$ cat config.mk
export PLATFORM = sky130hd
export DESIGN_NAME = udp_mode_rx
export DESIGN_NICKNAME = d
export VERILOG_FILES = /design/src/rtl/udp_mode_pkg.sv /design/src/rtl/udp_rx_gap_timer.sv /design/src/rtl/udp_mode_rx.sv
export SDC_FILE = /design/constraint.sdc
export NUM_CORES = 1
export LEC_CHECK = 0
export CORE_MARGIN = 3
export CORE_UTILIZATION = 40
export DETAILED_ROUTE_END_ITERATION = 12
export GPL_TIMING_DRIVEN = 0
export PLACE_DENSITY = 0.58
export SLEW_MARGIN = 20
export SYNTH_ARGS = -nofsm -noshare
export SYNTH_HDL_FRONTEND = slang
export SYNTH_SLANG_ARGS = --single-unit
$ cat constraint.sdc
create_clock -name clk -period 6.35 [get_ports clk]
set_clock_uncertainty 0.2 [all_clocks]
set_input_delay 0.635 -clock clk [delete_from_list [all_inputs] [get_ports clk]]
set_output_delay 0.635 -clock clk [all_outputs]
set_load 0.02 [all_outputs]
$ cat src/rtl/udp_mode_pkg.sv
`default_nettype none
// ============================================================================
// Module      : udp_mode_pkg
// Description : Shared constants for the UDP mode-switch link. This package
//               holds the command codes, the mode encodings and the receiver
//               FSM state codes. The key-triggered sender uses the same codes.
// Revision    : 1.0 - initial release
// ============================================================================
package udp_mode_pkg;

    // Command words carried in the 2-byte payload, MSB first
    localparam logic [15:0] CMD_CAM  = 16'h0001;
    localparam logic [15:0] CMD_SD   = 16'h0003;

    // Datapath mux select encodings
    localparam logic [1:0]  MODE_CAM = 2'b01;
    localparam logic [1:0]  MODE_SD  = 2'b11;

    // Receiver FSM state encodings
    localparam int          c_ST_W      = 3;
    localparam logic [2:0]  c_ST_IDLE   = 3'd0;
    localparam logic [2:0]  c_ST_RECV   = 3'd1;
    localparam logic [2:0]  c_ST_DRAIN  = 3'd2;
    localparam logic [2:0]  c_ST_CHECK  = 3'd3;
    localparam logic [2:0]  c_ST_UPDATE = 3'd4;

    // True when the command word is one of the two recognised codes
    function automatic logic cmd_is_known(input logic [15:0] cmd);
        return (cmd == CMD_CAM) || (cmd == CMD_SD);
    endfunction

    // Mode select implied by a known command word
    function automatic logic [1:0] mode_of_cmd(input logic [15:0] cmd);
        return (cmd == CMD_CAM) ? MODE_CAM : MODE_SD;
    endfunction

endpackage : udp_mode_pkg
`default_nettype wire

$ cat src/rtl/udp_rx_gap_timer.sv
`default_nettype none
// ============================================================================
// Module      : udp_rx_gap_timer
// Description : Inter-byte idle counter. Counts cycles while enabled and
//               clears on demand. It flags a timeout once GAP_TIMEOUT idle
//               cycles have been counted. The count saturates at the timeout
//               value so the flag stays stable until the next clear.
// Revision    : 1.0 - initial release
// ============================================================================
module udp_rx_gap_timer #(
    parameter logic [15:0] GAP_TIMEOUT = 16'd1000
) (
    input  logic clk,
    input  logic rst,
    input  logic i_clear,
    input  logic i_enable,
    output logic o_timeout
);

    logic [15:0] r_gap_cnt;
    logic        w_at_limit;

    assign w_at_limit = (r_gap_cnt == GAP_TIMEOUT);
    assign o_timeout  = w_at_limit;

    // Idle-cycle counter: clear has priority, then count up to the limit
    always_ff @(posedge clk) begin
        if (rst) begin
            r_gap_cnt <= 16'd0;
        end else if (i_clear) begin
            r_gap_cnt <= 16'd0;
        end else if (i_enable && !w_at_limit) begin
            r_gap_cnt <= r_gap_cnt + 16'd1;
        end
    end

endmodule : udp_rx_gap_timer
`default_nettype wire

$ cat src/rtl/udp_mode_rx.sv
`default_nettype none
// ============================================================================
// Module      : udp_mode_rx
// Description : Receiver for the 2-byte mode-switch command. It parses the
//               UDP payload stream and validates the length and the command
//               code. It then drives a registered camera / SD-card mode
//               select. Accept, change and error events are single-cycle
//               pulses.
//               Optional macro UDP_MODE_RX_STATS_EN adds good_cnt / bad_cnt
//               wrap-around event counters and their ports.
// Revision    : 1.0 - initial release
// ============================================================================
module udp_mode_rx
    import udp_mode_pkg::*;
#(
    parameter logic [1:0]  DEFAULT_MODE = 2'b01,
    parameter logic [15:0] GAP_TIMEOUT  = 16'd1000,
    parameter logic [15:0] CMD_LEN      = 16'd2
) (
    input  logic        clk,
    input  logic        rst,
    input  logic        app_rx_data_valid,
    input  logic [7:0]  app_rx_data,
    input  logic [15:0] app_rx_data_length,
    output logic [1:0]  mode_sel,
    output logic        mode_update,
    output logic        mode_changed,
    output logic        cmd_err
`ifdef UDP_MODE_RX_STATS_EN
    ,
    output logic [15:0] good_cnt,
    output logic [15:0] bad_cnt
`endif
);

    logic [c_ST_W-1:0] r_state;
    logic [15:0]       r_len;
    logic [15:0]       r_cmd;
    logic [15:0]       r_byte_cnt;
    logic [1:0]        r_mode_sel;
    logic              r_mode_update;
    logic              r_mode_changed;
    logic              r_cmd_err;

    logic              w_in_payload;
    logic              w_gap_clear;
    logic              w_gap_enable;
    logic              w_timeout;
    logic [15:0]       w_next_cnt;
    logic              w_cmd_pass;
    logic [1:0]        w_new_mode;

    // The gap timer only runs between bytes of a packet being received or drained
    assign w_in_payload = (r_state == c_ST_RECV) || (r_state == c_ST_DRAIN);
    assign w_gap_clear  = app_rx_data_valid || !w_in_payload;
    assign w_gap_enable = w_in_payload && !app_rx_data_valid;

    assign w_next_cnt   = r_byte_cnt + 16'd1;
    assign w_cmd_pass   = (r_len == CMD_LEN) && cmd_is_known(r_cmd);
    assign w_new_mode   = mode_of_cmd(r_cmd);

    udp_rx_gap_timer #(
        .GAP_TIMEOUT (GAP_TIMEOUT)
    ) u_gap_timer (
        .clk       (clk),
        .rst       (rst),
        .i_clear   (w_gap_clear),
        .i_enable  (w_gap_enable),
        .o_timeout (w_timeout)
    );

    // Packet FSM, command register, mode select and event pulses
    always_ff @(posedge clk) begin
        if (rst) begin
            r_state        <= c_ST_IDLE;
            r_len          <= 16'd0;
            r_cmd          <= 16'd0;
            r_byte_cnt     <= 16'd0;
            r_mode_sel     <= DEFAULT_MODE;
            r_mode_update  <= 1'b0;
            r_mode_changed <= 1'b0;
            r_cmd_err      <= 1'b0;
        end else begin
            r_mode_update  <= 1'b0;
            r_mode_changed <= 1'b0;
            r_cmd_err      <= 1'b0;

            case (r_state)
                c_ST_IDLE: begin
                    if (app_rx_data_valid) begin
                        r_len       <= app_rx_data_length;
                        r_cmd[15:8] <= app_rx_data;
                        r_byte_cnt  <= 16'd1;
                        if (app_rx_data_length == 16'd0) begin
                            // Empty payload cannot carry a command: drop it at once
                            r_cmd_err  <= 1'b1;
                            r_byte_cnt <= 16'd0;
                        end else if (app_rx_data_length == 16'd1) begin
                            r_state <= c_ST_CHECK;
                        end else if (app_rx_data_length == CMD_LEN) begin
                            r_state <= c_ST_RECV;
                        end else begin
                            r_state <= c_ST_DRAIN;
                        end
                    end
                end

                c_ST_RECV: begin
                    if (w_timeout) begin
                        r_cmd_err  <= 1'b1;
                        r_byte_cnt <= 16'd0;
                        r_state    <= c_ST_IDLE;
                    end else if (app_rx_data_valid) begin
                        // Low byte slot; a longer CMD_LEN keeps the last byte seen
                        r_cmd[7:0] <= app_rx_data;
                        r_byte_cnt <= w_next_cnt;
                        if (w_next_cnt == r_len) begin
                            r_state <= c_ST_CHECK;
                        end
                    end
                end

                c_ST_DRAIN: begin
                    if (w_timeout) begin
                        r_cmd_err  <= 1'b1;
                        r_byte_cnt <= 16'd0;
                        r_state    <= c_ST_IDLE;
                    end else if (app_rx_data_valid) begin
                        r_byte_cnt <= w_next_cnt;
                        if (w_next_cnt == r_len) begin
                            r_state <= c_ST_CHECK;
                        end
                    end
                end

                c_ST_CHECK: begin
                    r_byte_cnt <= 16'd0;
                    if (app_rx_data_valid) begin
                        // A byte here breaks the inter-packet gap guarantee
                        r_cmd_err <= 1'b1;
                        r_state   <= c_ST_IDLE;
                    end else if (w_cmd_pass) begin
                        r_mode_sel     <= w_new_mode;
                        r_mode_update  <= 1'b1;
                        r_mode_changed <= (w_new_mode != r_mode_sel);
                        r_state        <= c_ST_UPDATE;
                    end else begin
                        r_cmd_err <= 1'b1;
                        r_state   <= c_ST_IDLE;
                    end
                end

                c_ST_UPDATE: begin
                    // Update pulses are visible this cycle; a stray byte errors one cycle later
                    r_cmd_err <= app_rx_data_valid;
                    r_state   <= c_ST_IDLE;
                end

                default: begin
                    r_state <= c_ST_IDLE;
                end
            endcase
        end
    end

    assign mode_sel     = r_mode_sel;
    assign mode_update  = r_mode_update;
    assign mode_changed = r_mode_changed;
    assign cmd_err      = r_cmd_err;

`ifdef UDP_MODE_RX_STATS_EN
    logic [15:0] r_good_cnt;
    logic [15:0] r_bad_cnt;

    // Free-running event counters that wrap naturally at 16 bits
    always_ff @(posedge clk) begin
        if (rst) begin
            r_good_cnt <= 16'd0;
            r_bad_cnt  <= 16'd0;
        end else begin
            if (r_mode_update) begin
                r_good_cnt <= r_good_cnt + 16'd1;
            end
            if (r_cmd_err) begin
                r_bad_cnt <= r_bad_cnt + 16'd1;
            end
        end
    end

    assign good_cnt = r_good_cnt;
    assign bad_cnt  = r_bad_cnt;
`endif

endmodule : udp_mode_rx
`default_nettype wire

Yosys cells after proc, flatten, opt, wreduce, memory -nomap -nowiden
Index checks and enable logic that the tools add are counted.

cells by class
  mux-type cells = 23
  $add $sub $neg = 2
  bitwise gates (word level) = 4
  eq/ne operators = 16
  reductions and logical operators = 21

operator list
  kind                   count
  $eq 16x2->1 const B    3
  $mux 16                3
  $pmux 16 s3            1
  $add 16x1->16 const B  2
  $eq 16x1->1 const B    2
  $mux 3                 7
  $eq 16x10->1 const B   1
  $eq 16x16->1           1
  $logic_not 16->1       1
  $pmux 3 s3             1
  $reduce_and 3->1       3
  $mux 1                 7
  $eq 3x2->1 const B     2
  $mux 2                 3
  $ne 3x1->1 const B     2
  $ne 2x2->1 const B     2
  $not 1->1              4
  $pmux 1 s4             1
  $reduce_and 4->1       1
  $reduce_or 2->1        2
  $reduce_or 4->1        1
  $eq 3x1->1 const B     1
  $eq 3x3->1 const B     1
  $logic_and 1x1->1      3
  other kinds (7)        11

storage, ports and cells
  flip-flop bits (word level) = 72
  logic and storage cells = 76

Logic depth before layout (Yosys ltp)
Gate-level depths: netlist of the first run.

  word-level depth = 6
  mapped depth = 9
  gate-level depth less buffers = 8

Hierarchy
From an unflattened synthesis of the first run, not the netlist that was laid out.

unflattened totals
  cell total of the unflattened synthesis = 467
  area total of the unflattened synthesis = 3,697.3 um^2

modules (own cells, without submodules)
  module            seq. area each (um^2)  cells each  area each (um^2)  times used
  udp_mode_rx       1,101.1                370         2,895.3           1
  udp_rx_gap_timer  320.3                  97          802.0             1

Worst setup path before layout of the first run
Ideal clock, no wire load.

  path type = register to register
  start point = register r_byte_cnt[1]
  end point = register r_state[0]
  stages on the path, launching flop included = 7
  slack = 3.973 ns
  arrival = 2.086 ns
  required time = 6.059 ns
  clock period less this slack = 2.377 ns
  library setup time = 0.091 ns
  cell sequence = dfxtp_1 ha_1 nand3_1 or4_4 a2111oi_4 nand3_1 a311oi_1

on the way
  longest elaborated chain between the ends = 4

RTL lines
  element                     RTL line                                source
  start, declared             udp_mode_rx.sv:39                       logic [15:0] r_byte_cnt;
  start signal, assigned      udp_mode_rx.sv:116                      r_byte_cnt <= w_next_cnt;
  start signal, assigned      udp_mode_rx.sv:129                      r_byte_cnt <= w_next_cnt;
  $add 16x1->16               udp_mode_rx.sv:58                       assign w_next_cnt = r_byte_cnt + 16'd1;
  $eq 16x16->1                udp_mode_rx.sv:117, udp_mode_rx.sv:130
  $ne 3x1->1 (no line)        -
  $reduce_and 4->1 (no line)  -
  end signal, assigned        udp_mode_rx.sv:118                      r_state <= c_ST_CHECK;
  end signal, assigned        udp_mode_rx.sv:127                      r_state <= c_ST_IDLE;
  end signal, assigned        udp_mode_rx.sv:131                      r_state <= c_ST_CHECK;
  end, declared               udp_mode_rx.sv:36                       logic [c_ST_W-1:0] r_state;

Every way passes these cells.
A chain may end at the register's enable or synchronous reset.

Worst setup path after layout of the first run
Ends and elaborated chain as after synthesis.

==> results.md, run 1 <==
* Status: completed
* Commonest non-fill, non-tap cells in the layout: 71 x dfxtp_1, 69 x nand2_1, 41 x a21oi_1
* Worst Setup End Kind: flop
* Async SR Flop Fraction at 0
* Core occupancy in the finished layout at 0.485
* CP Max Fanout at 7
* Finished Layout Cells at 601
* Core area at 8810 µm²
* VDD IR max at 0.000118 V
* Pre-antenna DRT Iters at 5
* Total CTS buffers at 9
* Post-Syn Nets at 478
* Clock root cell: clkbuf_8
* PwrDens at 250 nW/µm²
* Starting Density at 0.417
* Fill count at 911
* WS Path Type: flop to flop
* Global-route met2 utilization at 0.297
* CP Data Required Time at 6.41 ns
* Nets@finish at 518
* Mean Syn Cell Area at 8.19 µm²
* Worst path arrival time at 2.89 ns
* Most used DFF post-synth: dfxtp_1
* Routed WL per cell at 15.6 µm
* Unrepaired setup endpoints after global routing: no
* First-pass GRT wire length at 15,700 µm
* Met1 usage at 0.269
* Clock transition at path regs at 0.09 ns
* Hold crit path type: flop to flop
* Final WL at 9380 µm
* Placed cells at 585
* Row count at 34
* Vias in the first global route at 3,246
* Synth top area share at 0.387
* Clock Latency Late Sink at 0.35 ns
* Post-CTS Setup Inserts at 0
* Synth area leader: dfxtp_1
* Met3 usage at 0.0379
* Cts hold-fix bufs at 0
* Actual slew at the worst max-slew pin at 0.728 ns
* FF+latch count, synth at 71
* Fin crit share at 0.446
* Die width at 102 µm
* Final min period at 2.83 ns
* N_diodes at 0
* Setup tns final at 0 ns
* Sequential share of the synthesized area at 0.387
* Share of layout cells above drive strength 1 at 0.0690
* Max frequency at 353 MHz
* GR peak layer: met2
* Slew Limit Headroom at 0.511
* Drt initial violations at 176
* Post-route DRC at 0
* Drt via density at 5.62
* Port bufs at 29
* HPWL after detailed placement at 6850 µm
* Most common cell after layout, fill and taps aside: dfxtp_1
* Placed Area at 4100 µm²
* Ports at 32
* GRT Residual Overflow at 0
* Max-Cap Viols at 0
* Cells after synthesis at 448
* Cell Area, Synth at 3670 µm²
* Area grow syn2layout at 16.3%
* Yosys warns at 0
* Die H at 102 µm
* Endpoints failing hold at 0
* Die area at 10,400 µm²
* CTS tree: yes
* Endpoints failing setup at 0
* Final Power at 1.07 mW
* Design Area, Final at 4270 µm²
* Pleak at 1.39 nW
* GP Congestion at 0.872
* Synth cell types at 60
* Bufs on Longest Clock Path at 2
* Top area cells in the synthesized netlist: dfxtp_1 39%, nand2_1 7.1%, xnor2_1 6.2%
* Post-synth EDFFs at 0
* Total track usage at 0.192
* Largest net degree at the start of global routing at 14
* Clock sinks at 71
* Slew Limit Fails at 0
* Post-cts sizing count at 0
* CP startpoint kind: flop
* H-Tree Depth at 3
* DR vias at 3,376
* Initial antenna violation count at 0
* Final ANT Viol Nets at 0
[power breakdown]
| part | internal [mW] | leakage (nW) | switching, mW |
|---|---|---|---|
| registers | 0.472 | 0.576 | 0.0274 |
| logic | 0.0942 | 0.723 | 0.149 |
| clock network | 0.144 | 0.0906 | 0.181 |
| total | 0.711 | 1.39 | 0.357 |
[logic make-up after synthesis]
kind of cell | count (synthesis) | synth area share
compound gates | 98 | 0.174
xor+xnor | 32 | 0.0825
fa+ha+maj | 3 | 0.0102
buf+inv | 36 | 0.0443
flops | 71 | 0.387
mux | 9 | 0.0245
other cells | 1 | 0.00102
simple gates | 198 | 0.276
[metrics by stage]
stage	worst slack, ns	hold slack (ns)
2_1_floorplan	3.97	0.236
3_3_place_gp	3.26	0.246
3_5_place_dp	3.28	0.251
4_1_cts	3.50	0.262
5_1_grt	3.30	0.288
6_report	3.52	0.258
[critical path, stage by stage (launching register included)]
cell and delay [ns]:
dfxtp_1 0.47, ha_1 0.38, nand4_1 0.30, nor4_2 0.44
xnor2_1 0.17, a2111oi_4 0.35, nand3_1 0.15, a311oi_1 0.29
[cell type report]
cell class | count | area [µm²] | area share
Clock buffer | 10 | 128 | 0.0299
Inverter | 8 | 30.0 | 0.00703
Multi-Input combinational cell | 341 | 2090 | 0.489
Sequential cell | 71 | 1420 | 0.333
Timing Repair Buffer | 29 | 290 | 0.0680
Buffer | 28 | 133 | 0.0311
Tap cell | 108 | 135 | 0.0317
Clock inverter | 6 | 45.0 | 0.0106
[metal layers]
| layer | routed length [µm] | part of all wire |
|---|---|---|
| met1 | 4650 | 0.50 |
| met2 | 4310 | 0.46 |
| met3 | 368 | 0.039 |
| met4 | 55 | 0.0059 |
| met5 | 0 | 0 |
[registers in the layout (all words and copies together), names as in the netlist]
| signal | count |
|---|---|
| r_byte_cnt | 16 |
| r_state | 3 |
| cmd_err | 1 |
| mode_sel | 1 |
| r_len | 16 |
| u_gap_timer.r_gap_cnt | 16 |
| mode_changed | 1 |
| r_cmd | 16 |
| mode_update | 1 |
[path summary, 6_finish.rpt]
path	startpoint	endpoint	slack (ns)	depth (start not counted)
hold / removal	r_cmd[14]	r_cmd[14]	0.26	2
setup / recovery	r_byte_cnt[1]	r_state[0]	3.52	7
hold reg to reg	r_cmd[14]	r_cmd[14]	0.26	2
setup reg to reg	r_byte_cnt[1]	r_state[0]	3.52	7
[Yosys cell counts, drive strengths merged (3+ instances only)]
| cell | number |
|---|---|
| dfxtp | 71 |
| nand2 | 69 |
| a21oi | 41 |
| nor2 | 38 |
| xnor2 | 27 |
| clkbuf | 17 |
| o21ai | 17 |
| nor4 | 14 |
| nand3 | 13 |
| a311oi | 12 |
| nand4 | 12 |
| or3 | 12 |
| buf | 11 |
| nor3 | 11 |
| mux2i | 9 |
| inv | 8 |
| a31oi | 5 |
| a41oi | 5 |
| and3 | 5 |
| xor2 | 4 |
| and2 | 3 |
| ha | 3 |
| nand4b | 3 |
| nor3b | 3 |
No activity file was read; power rests on OpenSTA's default activity.
==> inputs of run 2 (changes only) <==
--- a/config.mk
+++ b/config.mk
@@ -9,7 +9,7 @@
 export CORE_UTILIZATION = 40
 export DETAILED_ROUTE_END_ITERATION = 12
 export GPL_TIMING_DRIVEN = 0
-export PLACE_DENSITY = 0.58
+export PLACE_DENSITY = 0.6
 export SLEW_MARGIN = 20
 export SYNTH_ARGS = -nofsm -noshare
 export SYNTH_HDL_FRONTEND = slang
==> constraint.sdc (replaced) <==
create_clock -name clk -period 2.4 [get_ports clk]
set_clock_uncertainty 0.2 [all_clocks]
set_input_delay 0.24 -clock clk [delete_from_list [all_inputs] [get_ports clk]]
set_output_delay 0.24 -clock clk [all_outputs]
set_load 0.02 [all_outputs]
==> run 2 against run 1 <==
The run now ends with negative setup slack left. Register-to-register slack got worse by 3.6 ns. Sequential share of layout area decreased by 1.3 points. Count of clock-buffer cells in the layout unchanged. Highest routed layer unchanged. Critical path depth decreased by 1. Largest power group unchanged. Combinational power increased to 2.8 times the previous value. Clock power increased to 2.7 times the previous value. Total power increased to 2.7 times the previous value.
==> results.md, run 2 (same netlist as run 1, synthesis figures left out) <==
* Hold EP: mode_update
* CTS tree: yes
* Slew Limit Fails at 0 (unchanged)
* Drt via density at 5.73 (+2.0%)
* PwrDens at 648 nW/µm² (+160%)
* Clock transition at path regs at 0.08 ns (about the same)
* Drt initial violations at 208 (+18%)
* Share of layout cells above drive strength 1 at 0.126 (+0.0570)
* Endpoints failing hold at 0 (unchanged)
* Clock sinks at 71 (unchanged)
* Violated checks: negative setup slack
* Most common cell after layout, fill and taps aside: nand2_1
* Commonest non-fill, non-tap cells in the layout: 69 x nand2_1, 66 x dfxtp_1, 41 x a21oi_1
* Largest net degree at the start of global routing at 14 (unchanged)
* DR vias at 3,485 (+3.2%)
* WS Path Type: flop to flop
* Bufs on Longest Clock Path at 2 (unchanged)
* Setup crit start: r_byte_cnt[1]
* Post-route DRC at 0 (unchanged)
* Hold Path Depth at 2 (unchanged)
* Fin crit share at 1.01 (+0.568)
* CP Max Fanout at 7 (unchanged)
* Slew Limit Headroom at 0.614 (+0.103)
* Clock Latency Late Sink at 0.36 ns (about the same)
* Final Power at 2.90 mW (+170%)
* CP startpoint kind: flop
* Fin Hold WS at 0.0665 ns (-0.191 ns)
* H-Tree Depth at 3 (unchanged)
* Finished Layout Cells at 608 (+1.2%)
* Core area at 8810 µm² (unchanged)
* Endpoints failing setup at 1 (+1)
* Core occupancy in the finished layout at 0.507 (+0.0224)
* Pre-antenna DRT Iters at 5 (unchanged)
* Routed WL per cell at 15.8 µm (+0.93%)
* Reg2Reg Depth at 6 (-1)
* FF-to-FF Start: r_byte_cnt[1]
* N_diodes at 0 (unchanged)
* Vias in the first global route at 3,250 (+0.12%)
* Status: finished, violations left
* Actual slew at the worst max-slew pin at 0.579 ns (-0.149 ns)
* Total CTS buffers at 9 (unchanged)
* Unrepaired setup endpoints after global routing: yes
* Die area at 10,400 µm² (unchanged)
* GRT Residual Overflow at 0 (unchanged)
* Final WS setup at -0.0336 ns (-3.55 ns)
* Final min period at 2.43 ns (-0.399 ns)
* Clock root cell: clkbuf_8
* Max-Cap Viols at 0 (unchanged)
* Die width at 102 µm (unchanged)
* Port bufs at 29 (unchanged)
* Row count at 34 (unchanged)
* Starting Density at 0.417 (unchanged)
* Final WL at 9580 µm (+2.1%)
* Ports at 32 (unchanged)
* Pleak at 1.49 nW (+7.5%)
* Hold path start: rst
* Setup tns final at -0.0336 ns (-0.0336 ns)
* Placed Area at 4100 µm² (unchanged)
* Placed cells at 585 (unchanged)
* Die H at 102 µm (unchanged)
* Max frequency at 411 MHz (+16%)
* First-pass GRT wire length at 15,800 µm (+0.39%)
* Worst reg-to-reg setup slack at -0.03 ns (-3.55 ns)
* Initial antenna violation count at 0 (unchanged)
* Worst path arrival time at 2.50 ns (-0.39 ns)
* HPWL after detailed placement at 6750 µm (-1.4%)
* Worst Setup End Kind: flop
* CP Data Required Time at 2.46 ns (-3.95 ns)
* Area grow syn2layout at 21.7%
* Final ANT Viol Nets at 0 (unchanged)
* Nets@finish at 525 (+1.4%)
* GP Congestion at 0.941 (+8.0%)
* VDD IR max at 0.000342 V (+190%)
* Place WS at -0.430 ns (-3.71 ns)
* Design Area, Final at 4470 µm² (+4.6%)
* Total track usage at 0.192 (about the same)
* Hold crit path type: input port to flop
* RR Endpoint: r_state[0]
## run 2: cell type report
| type | instances | area (µm²) |
|---|---|---|
| Buffer | 28 | 151 |
| Clock buffer | 10 | 138 |
| Clock inverter | 6 | 42.5 |
| Fill cell | 868 | 4340 |
| Inverter | 8 | 30.0 |
| Multi-Input combinational cell | 341 | 2200 |
| Sequential cell | 71 | 1430 |
| Tap cell | 108 | 135 |
| Timing Repair Buffer | 36 | 343 |
## run 2: repair_timing
item                                    in CTS  in global routing
endpoints found under the setup margin      24                 40
hold buffers                                 0                  0
pin swaps                                    4                  4
resized for setup                           15                 24
hold endpoints to repair                     0                  0
setup buffers                                4                  3
## run 2: power breakdown
part	switching, mW	total [mW]	leakage (nW)	internal (mW)
combinational	0.410	0.684	0.826	0.274
clock	0.477	0.884	0.0891	0.406
sequential	0.0774	1.33	0.579	1.25
total	0.965	2.90	1.49	1.93
## run 2: worst max-delay path: stages (launching register included)
cell       delay [ns]
dfxtp_4          0.41
ha_4             0.19
nand3_2          0.17
or4_4            0.59
a2111oi_4        0.34
nand3_1          0.16
a311oi_1         0.29
## run 2: how the worst max path moves through the flow
| stage | to | slack, ns | depth (start not counted) |
|---|---|---|---|
| after floorplan | r_state[0] | 0.02 | 6 |
| after global placement | r_byte_cnt[7] | -0.42 | 9 |
| after detailed placement | r_byte_cnt[7] | -0.43 | 9 |
| after CTS | r_state[0] | -0.07 | 6 |
| after global routing | r_state[0] | -0.10 | 8 |
| final | r_state[0] | -0.03 | 6 |
## run 2: layer usage
| metal | routed length [µm] | vias up | part of all wire | track usage |
|---|---|---|---|---|
| met5 | 0 | - | 0 | 0 |
| met4 | 184 | 0 | 0.019 | 0.0716 |
| met3 | 532 | 18 | 0.056 | 0.0468 |
| met2 | 4190 | 112 | 0.44 | 0.284 |
| met1 | 4670 | 1628 | 0.49 | 0.270 |
| li1 | - | 1727 | - | - |
==> inputs of run 3 (changes only) <==
==> constraint.sdc (replaced) <==
create_clock -name clk -period 2.4 [get_ports clk]
set_clock_uncertainty 0.2 [all_clocks]
set_input_delay 0.72 -clock clk [delete_from_list [all_inputs] [get_ports clk]]
set_output_delay 0.72 -clock clk [all_outputs]
set_load 0.02 [all_outputs]
==> run 3 against run 2 <==
First-iteration DRC count is 11% higher. The run still ends with negative setup slack left. Critical path type unchanged. Flip-flop and latch count stayed put. Sequential share of layout area is 0.32 points lower. Critical endpoint unchanged. Highest routed layer unchanged. Fmax is 0.62% higher. Count of clock-buffer cells in the layout stayed put. Combinational power hardly changed. Utilization is 0.55 points higher. Critical path depth is 2 higher.
==> results.md, run 3 (same netlist as run 1, synthesis figures left out) <==
* Placed cells at 585 (unchanged)
* HPWL after detailed placement at 6750 µm (unchanged)
* Final min period at 2.42 ns (-0.0149 ns)
* Pleak at 1.51 nW (+1.0%)
* Hold path start: r_cmd[11]
* Internal power at 1.93 mW (+0.13%)
* Post-route DRC at 0 (unchanged)
* First-pass GRT wire length at 15,800 µm (about the same)
* Slew Limit Fails at 0 (unchanged)
* CP Max Fanout at 9 (+2)
* Starting Density at 0.417 (unchanged)
* GP Congestion at 0.941 (unchanged)
* FF-to-FF Start: r_byte_cnt[4]
* Total track usage at 0.192 (unchanged)
* Cts hold-fix bufs at 0 (unchanged)
* Sequential power share at 0.458 (about the same)
* Worst reg-to-reg setup slack at -0.02 ns (about the same)
* Fin crit share at 1.01 (-0.00620)
* Initial antenna violation count at 0 (unchanged)
* Worst Setup End Kind: flop
* Crit-path cells: buf_2 -> nand4_1 -> buf_4 -> or3_1 -> a2111o_1 -> nand3_1 -> nand3_1 -> a311oi_1
* DR vias at 3,483 (-0.057%)
* Worst path slowest cell: a2111o_1
* Die width at 102 µm (unchanged)
* Max frequency at 413 MHz (+0.62%)
* Status: finished, violations left
* N_diodes at 0 (unchanged)
* Largest net degree at the start of global routing at 14 (unchanged)
* Total CTS buffers at 9 (unchanged)
* Ports at 32 (unchanged)
* Clock Latency Late Sink at 0.36 ns (about the same)
* VDD IR max at 0.000346 V (+1.4%)
* CTS tree: yes
* Sw power at 966 µW (+0.15%)
* Unrepaired setup endpoints after global routing: yes
* Drt initial violations at 231 (+11%)
* Die area at 10,400 µm² (unchanged)
* Area grow syn2layout at 23.0%
* Share of layout cells above drive strength 1 at 0.142 (+0.0160)
* Clock root cell: clkbuf_8
* Max-Cap Viols at 0 (unchanged)
* Die H at 102 µm (unchanged)
* Routed WL per cell at 15.8 µm (+0.23%)
* Fill count at 854 (-1.6%)
* Violated checks: negative setup slack
* Final WL at 9600 µm (+0.23%)
* Hold EP: r_cmd[11]
* Fin Hold WS at 0.261 ns (+0.194 ns)
* Clock power frac at 0.305 (about the same)
* Slew Limit Headroom at 0.616 (+0.00214)
* GRT Residual Overflow at 0 (unchanged)
* Most common cell after layout, fill and taps aside: nand2_1
* Endpoints failing setup at 1 (unchanged)
* Worst path arrival time at 2.48 ns (-0.02 ns)
* Reg2Reg Depth at 8 (+2)
* Endpoints failing hold at 0 (unchanged)
* CP peak stage delay at 0.41 ns (-0.18 ns)
* RR Endpoint: r_state[0]
* CP Data Required Time at 2.46 ns (about the same)
* Bufs on Longest Clock Path at 2 (unchanged)
* Port bufs at 29 (unchanged)
* Drt via density at 5.73 (about the same)
* H-Tree Depth at 3 (unchanged)
* Core occupancy in the finished layout at 0.513 (+0.00554)
* Final WS setup at -0.0187 ns (+0.0149 ns)
* Pre-antenna DRT Iters at 5 (unchanged)
* Core area at 8810 µm² (unchanged)
* Final Power at 2.90 mW (+0.14%)
* Clock transition at path regs at 0.08 ns (about the same)
* WS Path Type: flop to flop
* Comb pwr share at 0.236 (about the same)
* Clock sinks at 71 (unchanged)
* PwrDens at 642 nW/µm² (-0.95%)
* Most frequent CP cell: nand3_1
* Actual slew at the worst max-slew pin at 0.575 ns (-0.00440 ns)
* Vias in the first global route at 3,257 (+0.22%)
* Sw frac at 0.333 (about the same)
* CP startpoint kind: flop
* Commonest non-fill, non-tap cells in the layout: 69 x nand2_1, 65 x dfxtp_1, 40 x a21oi_1
* Hold crit path type: flop to flop
* Final ANT Viol Nets at 0 (unchanged)
* Hold Path Depth at 2 (unchanged)
* Row count at 34 (unchanged)
* Finished Layout Cells at 608 (unchanged)
* Nets@finish at 525 (unchanged)
run 3: cell type report:
cell class | count | area (µm²) | area share
well taps | 108 | 135 | 0.0299
plain buffers | 28 | 155 | 0.0344
flip-flops and latches | 71 | 1430 | 0.317
multi-input cells | 341 | 2240 | 0.496
repair buffers | 36 | 344 | 0.0762
clock buffers | 10 | 138 | 0.0305
inverters | 8 | 30.0 | 0.00665
clock inverters | 6 | 42.5 | 0.00942
run 3: per-stage QoR:
step	TNS, ns	cell area, µm²	worst slack [ns]
2_1_floorplan	0	3670	0.0229
3_3_place_gp	-36.01	4100	-0.795
3_5_place_dp	-36.36	4100	-0.787
4_1_cts	-0.0702	4390	-0.0702
5_1_grt	-0.0530	4520	-0.0405
6_report	-0.0187	4520	-0.0187
run 3: metal layers:
layer / track usage / part of all wire
met1: 0.270 / 0.47
met2: 0.284 / 0.44
met3: 0.0468 / 0.068
met4: 0.0716 / 0.024
met5: 0 / 0
run 3: power by group through the flow:
stage                     Clock (mW)  Combinational (mW)  Sequential (mW)
final                          0.885               0.686             1.33
after global routing           0.966               0.759             1.34
after CTS                      0.907               0.659             1.33
after detailed placement           0               0.639             1.35
after global placement             0               0.632             1.35
after floorplan                    0               0.456             1.33
run 3: timing repair:
action,CTS,global route
buffers inserted,4,3
setup endpoints to repair,56,28
gates resized for setup,20,30
pin swaps,5,8
run 3: worst max-delay path, delay by kind of cell, from the launching register on:
| family | cells | cell delay (ns) |
|---|---|---|
| flops | 1 | 0.30 |
| buf+inv | 2 | 0.42 |
| compound gates | 2 | 0.69 |
| simple gates | 4 | 0.72 |
run 3: worst max-delay path by stage:
stage                                  from       endpoint  slack (ns)
after floorplan               r_byte_cnt[1]     r_state[0]        0.02
after global placement    app_rx_data_valid  r_byte_cnt[7]       -0.79
final                         r_byte_cnt[4]     r_state[0]       -0.02
after global routing          r_byte_cnt[5]     r_state[0]       -0.04
after CTS                     r_byte_cnt[7]     r_state[0]       -0.07
after detailed placement  app_rx_data_valid  r_byte_cnt[7]       -0.79
==> RTL edit 1 (settings of run 1) <==
Add a define of `UDP_MODE_RX_STATS_EN`.
--- a/src/rtl/udp_mode_rx.sv
+++ b/src/rtl/udp_mode_rx.sv
@@ -12,2 +12,4 @@
 // ============================================================================
+`define UDP_MODE_RX_STATS_EN
+
 module udp_mode_rx
Behaviour (old outputs only; new: bad_cnt and good_cnt): unchanged (Yosys induction, for registers that start in step).
==> RTL edit 1 against run 1 <==
  * Worst setup slack lost 0.18 ns
  * Synthesized area grew 34%
  * Sequential cell count grew 32
  * Core utilization grew 3.2 points
  * Wire length grew 30%
  * Synthesized cell count grew 31%
  * Sequential share of layout area grew 0.65 points
  * Power grew 61%
  * Final area grew 42%
  * Largest power group unchanged
==> RTL edit 1: results (changes against run 1) <==
register area share after synthesis 0.4176 (+0.03045); worst vdd ir 0.1991 mV (+69%); clk slew on worst S/H paths 0.07 ns (-0.02 ns); DR vias/cell 5.243 (-6.7%); status completed; Worst Setup SP app_rx_data_valid; Slowest-stage cell, CP nor3_1; input/output buffers 61 (+110%); fraction of registers with async set/reset 0 (unchanged); global-route wire length before repair 20.29 mm (+29%); share of layout cells above drive strength 1 0.06033 (-0.008634); Pleak 2.214 nW (+59%); initial antenna violation count 0 (unchanged); Worst EP arrival 3.09 ns (+0.20 ns); grt met3 use 0.04679 (+0.008908); HPWL Detailed 9.135 mm (+33%); DRT iter0 DRCs 311 (+77%); library cells used by synthesis 54 (-10%); top cells by area, synth dfxtp_1, xor2_1, nand2_1, nor2_1, xnor2_1; Slew @ Worst Pin 0.8042 ns (+0.07575 ns); routed len/inst 14.80 um (-5.2%); Critical R2R Launch r_byte_cnt[0]; switching pwr 0.0005363 W (+50%); Root Driver clkbuf_16; met1 usage 0.2610 (-0.007729); dpl ws 2.978 ns (-0.3044 ns); GR Layer Usage met2 0.2943 (-0.002507); total track usage 0.1870 (-0.004635); crit-path leading delay family buffers and inverters; drt first pass iters 4 (-1); hold path start r_cmd[12]; fillers 1,129 (+24%); Final nets 690 (+33%); CP max stage delay 0.67 ns (+0.20 ns); Hold Crit Class flop to flop; Crit Path Max Fanout 10 (+3); syn_nets 618 (+29%); vias in the first global route 4,070 (+25%); GPL Wtd Cong 0.8445 (-3.1%); top cells by count, synth dfxtp_1, nand2_1, nor2_1; largest net degree at the start of global routing 18 (+4)
RTL edit 1: cell types whose count changed after synthesis, moves of 4 or more:
cell	delta
nand2_1	+16
nand4_1	+9
o21ai_0	-5
nor3_1	-4
buf_4	-4
nand3_1	+5
and3_1	+14
xor2_1	+35
nor2_1	+27
dfxtp_1	+32
buf_2	+8
RTL edit 1: per-stage QoR:
stage                     cells  area, um^2    util  power [W]
after floorplan             586        4937       -   0.001010
after global routing        827        6075  0.5165   0.001813
after detailed placement    811        5753  0.4892   0.001127
after CTS                   827        6075  0.5165   0.001728
final                       827        6075  0.5165   0.001716
after global placement      811        5753  0.4892   0.001118
RTL edit 1: cells by family (layout without fill, tap and decap cells):
logic type / count (synthesis) / in the layout / share of synthesized area
compound gates: 90 / 90 / 0.1156
fa+ha+maj: 6 / 6 / 0.01495
simple gates: 268 / 268 / 0.2777
buf+inv: 43 / 120 / 0.03725
flops: 103 / 103 / 0.4176
mux: 12 / 12 / 0.02433
other cells: 1 / 1 / 0.0007595
xor+xnor: 63 / 63 / 0.1118
RTL edit 1: final timing paths:
kind                            slack [ns]    endpoint  depth (start not counted)
worst min-delay path                  0.26   r_cmd[12]                          2
worst min register to register        0.26   r_cmd[12]                          2
worst max-delay path                  3.34    r_len[7]                          7
worst max register to register        3.46  r_state[0]                          7
RTL edit 1: cell type report:
type,instances,area share
tap,164,0.03378
clock inverter,7,0.01586
timing repair buffer,61,0.1005
clock buffer,9,0.03708
buffer,33,0.02410
multi-input combinational,440,0.4430
inverter,10,0.006179
sequential,103,0.3394
RTL edit 1: worst register-to-register path: stages (launching register included):
cell and delay [ns]:
dfxtp_1 0.49, ha_1 0.38, nand3_1 0.24, nor2_1 0.50
a311oi_1 0.20, nor3_1 0.24, nand4_1 0.19, a2111oi_2 0.38
RTL edit 1: metal layers:
metal  vias to the layer above  part of all wire
li1                       2211                 -
met4                         0            0.0084
met5                         -                 0
met1                      2053              0.51
met3                         6             0.033
met2                        66              0.45
RTL edit 1: power groups by stage:
stage          clock network (W)  logic, W  registers [W]
2_1_floorplan                  0  0.000285       0.000725
3_3_place_gp                   0  0.000385       0.000733
3_5_place_dp                   0  0.000391       0.000736
4_1_cts                 0.000614  0.000393       0.000721
5_1_grt                 0.000648  0.000438       0.000727
6_report                0.000603  0.000392       0.000721
==> RTL edit 2 (flow settings as in run 1) <==
Without the edit above. Register the output `mode_changed` once more; this adds one clock of latency there. The other outputs are not delayed to match.
--- a/src/rtl/udp_mode_rx.sv
+++ b/src/rtl/udp_mode_rx.sv
@@ -167,3 +167,5 @@
     assign mode_update  = r_mode_update;
-    assign mode_changed = r_mode_changed;
+    always_ff @(posedge clk) begin
+        mode_changed <= r_mode_changed;
+    end
     assign cmd_err      = r_cmd_err;
Formal check against the unedited RTL: not equivalent (Yosys sat finds a counterexample within 4 cycles, from zero or initial values and one cycle with rst high).
==> RTL edit 2 against run 1 <==
  * Final area increased by 0.73%
  * Power up 3.1%
  * Worst setup slack lost 0.070 ns
  * Clock power up 8.0%
  * Wire length is essentially flat
  * Critical path depth is 2 higher
  * Die area rose by 0.51%
  * Worst hold slack got worse by 0.12 ns
  * Non-clock buffer count unchanged
  * Synthesized cell count increased by 0.22%
  * Global-route usage rose by 0.20 points
  * Sequential cell count up 1
  * Synthesized area is 0.55% higher
  * Critical path type unchanged
  * Critical endpoint is now r_byte_cnt[6]
  * Largest cell class unchanged
  * Largest power group unchanged
  * Highest routed layer unchanged
==> RTL edit 2: results (changes against run 1) <==
Critical R2R Launch u_gap_timer.r_gap_cnt[0]; kind of critical path flop to flop; share of layout cells above drive strength 1 0.07085 (+0.001885); total vias in the final route 3,413 (+1.1%); top routing layer in use met4; Ant. Diodes 0 (unchanged); postcts setup bufs 0 (unchanged); register area share after synthesis 0.3905 (+0.003324); HPWL Detailed 6.815 mm (-0.51%); syn_nets 479 (+0.21%); worst vdd ir 0.1383 mV (+17%); CP endpoint r_byte_cnt[6]; H-tree Lvls 3 (unchanged); synthesis warning total 0 (unchanged); later-pin clock latency in the skew report 0.35 ns (about the same); library cells used by synthesis 60 (unchanged); drt first pass iters 5 (unchanged); Max Root-Sink Buffers 2 (unchanged); top cells by count, synth dfxtp_1, nand2_1, a21oi_1; routed len/inst 15.59 um (-0.12%); relative slew slack 0.5318 (+0.02115); FF-to-FF End r_byte_cnt[6]; Hold Crit Class flop to flop; DRT iter0 DRCs 195 (+11%); wire length on met3 344 um (-6.5%); Root Driver clkbuf_8; placed instance area 4116 um^2 (+0.49%); vias in the first global route 3,336 (+2.8%); Setup TNS 0 ns (unchanged); Pleak 1.392 nW (+0.16%); total track usage 0.1936 (+0.002006); top cells by area, synth dfxtp_1, nand2_1, xnor2_1, a21oi_1, nor2_1; Worst EP arrival 2.96 ns (+0.07 ns); status completed; input/output buffers 29 (unchanged); Crit Path Max Fanout 10 (+3); R2R Setup Slk 3.45 ns (-0.07 ns); Post-CTS Resized 0 (unchanged); global-route wire length before repair 16.03 mm (+2.0%); largest net degree at the start of global routing 16 (+2); initial antenna violation count 0 (unchanged); Final nets 519 (+0.19%); Worst R2R Path Depth 9 (+2); fraction of registers with async set/reset 0 (unchanged); clk slew on worst S/H paths 0.09 ns (about the same); GPL Wtd Cong 0.8526 (-2.2%); met2 WL 4.252 mm (-1.3%); Num CTS Buffers 9 (unchanged); post-route met1 wirelength 4.635 mm (-0.39%)
-- RTL edit 2: layout make-up --
cell class,count,area (um^2)
flip-flops and latches,72,1441
fillers,920,4548
plain buffers,28,132.6
inverters,8,30.03
clock buffers,9,123.9
multi-input cells,341,2087
well taps,108,135.1
clock inverters,7,60.06
repair buffers,29,290.3
-- RTL edit 2: cells by family (layout without fill, tap and decap cells) --
group / count (synthesis) / in the layout / synth area share
AO/OA/AOI/OAI: 98 / 98 / 0.1732
XOR/XNOR: 32 / 32 / 0.08203
adder cells (fa/ha/maj): 3 / 3 / 0.01017
buffers and inverters: 36 / 81 / 0.04407
flip-flops: 72 / 72 / 0.3905
multiplexers: 9 / 9 / 0.02441
other: 1 / 1 / 0.001016
AND/OR/NAND/NOR: 198 / 198 / 0.2746
-- RTL edit 2: power by group --
group / leakage, nW / internal (W) / switching [W]
Combinational: 0.723 / 0.0000941 / 0.000149
Sequential: 0.585 / 0.000479 / 0.0000276
Clock: 0.0848 / 0.000149 / 0.000202
Total: 1.39 / 0.000721 / 0.000379
-- RTL edit 2: how the worst min path moves through the flow --
stage	from	end	slack, ns	cells after the start
6_report	r_mode_changed	mode_changed	0.14	0
4_1_cts	r_mode_changed	mode_changed	0.14	0
5_1_grt	r_mode_changed	mode_changed	0.15	0
2_1_floorplan	r_mode_changed	mode_changed	0.11	0
3_3_place_gp	r_mode_changed	mode_changed	0.11	0
3_5_place_dp	r_mode_changed	mode_changed	0.12	0
-- RTL edit 2: through the flow --
stage	utilization	setup slack (ns)	power [W]	std cells	hold slack, ns
final	0.4860	3.447	0.001100	602	0.1377
after floorplan	-	3.973	0.0006800	449	0.1096
after global placement	0.4652	3.188	0.0007571	586	0.1136
after CTS	0.4860	3.461	0.001107	602	0.1442
after detailed placement	0.4652	3.193	0.0007580	586	0.1213
after global routing	0.4860	3.142	0.001165	602	0.1525
-- RTL edit 2: layer usage --
metal  global-route usage  vias to the layer above
met3              0.03276                       14
met4              0.06761                        0
met2               0.3118                       74
met1               0.2626                     1622
met5                    0                        -
li1                     -                     1703
-- RTL edit 2: critical path: stages, from the launching register on --
cell and delay, ns:
dfxtp_1 0.40, inv_1 0.06, ha_1 0.19, nor3b_1 0.14, nand4_1 0.26, nand2_1 0.16, nor2_1 0.44, clkbuf_1 0.50
o21ai_0 0.19, a311oi_1 0.28
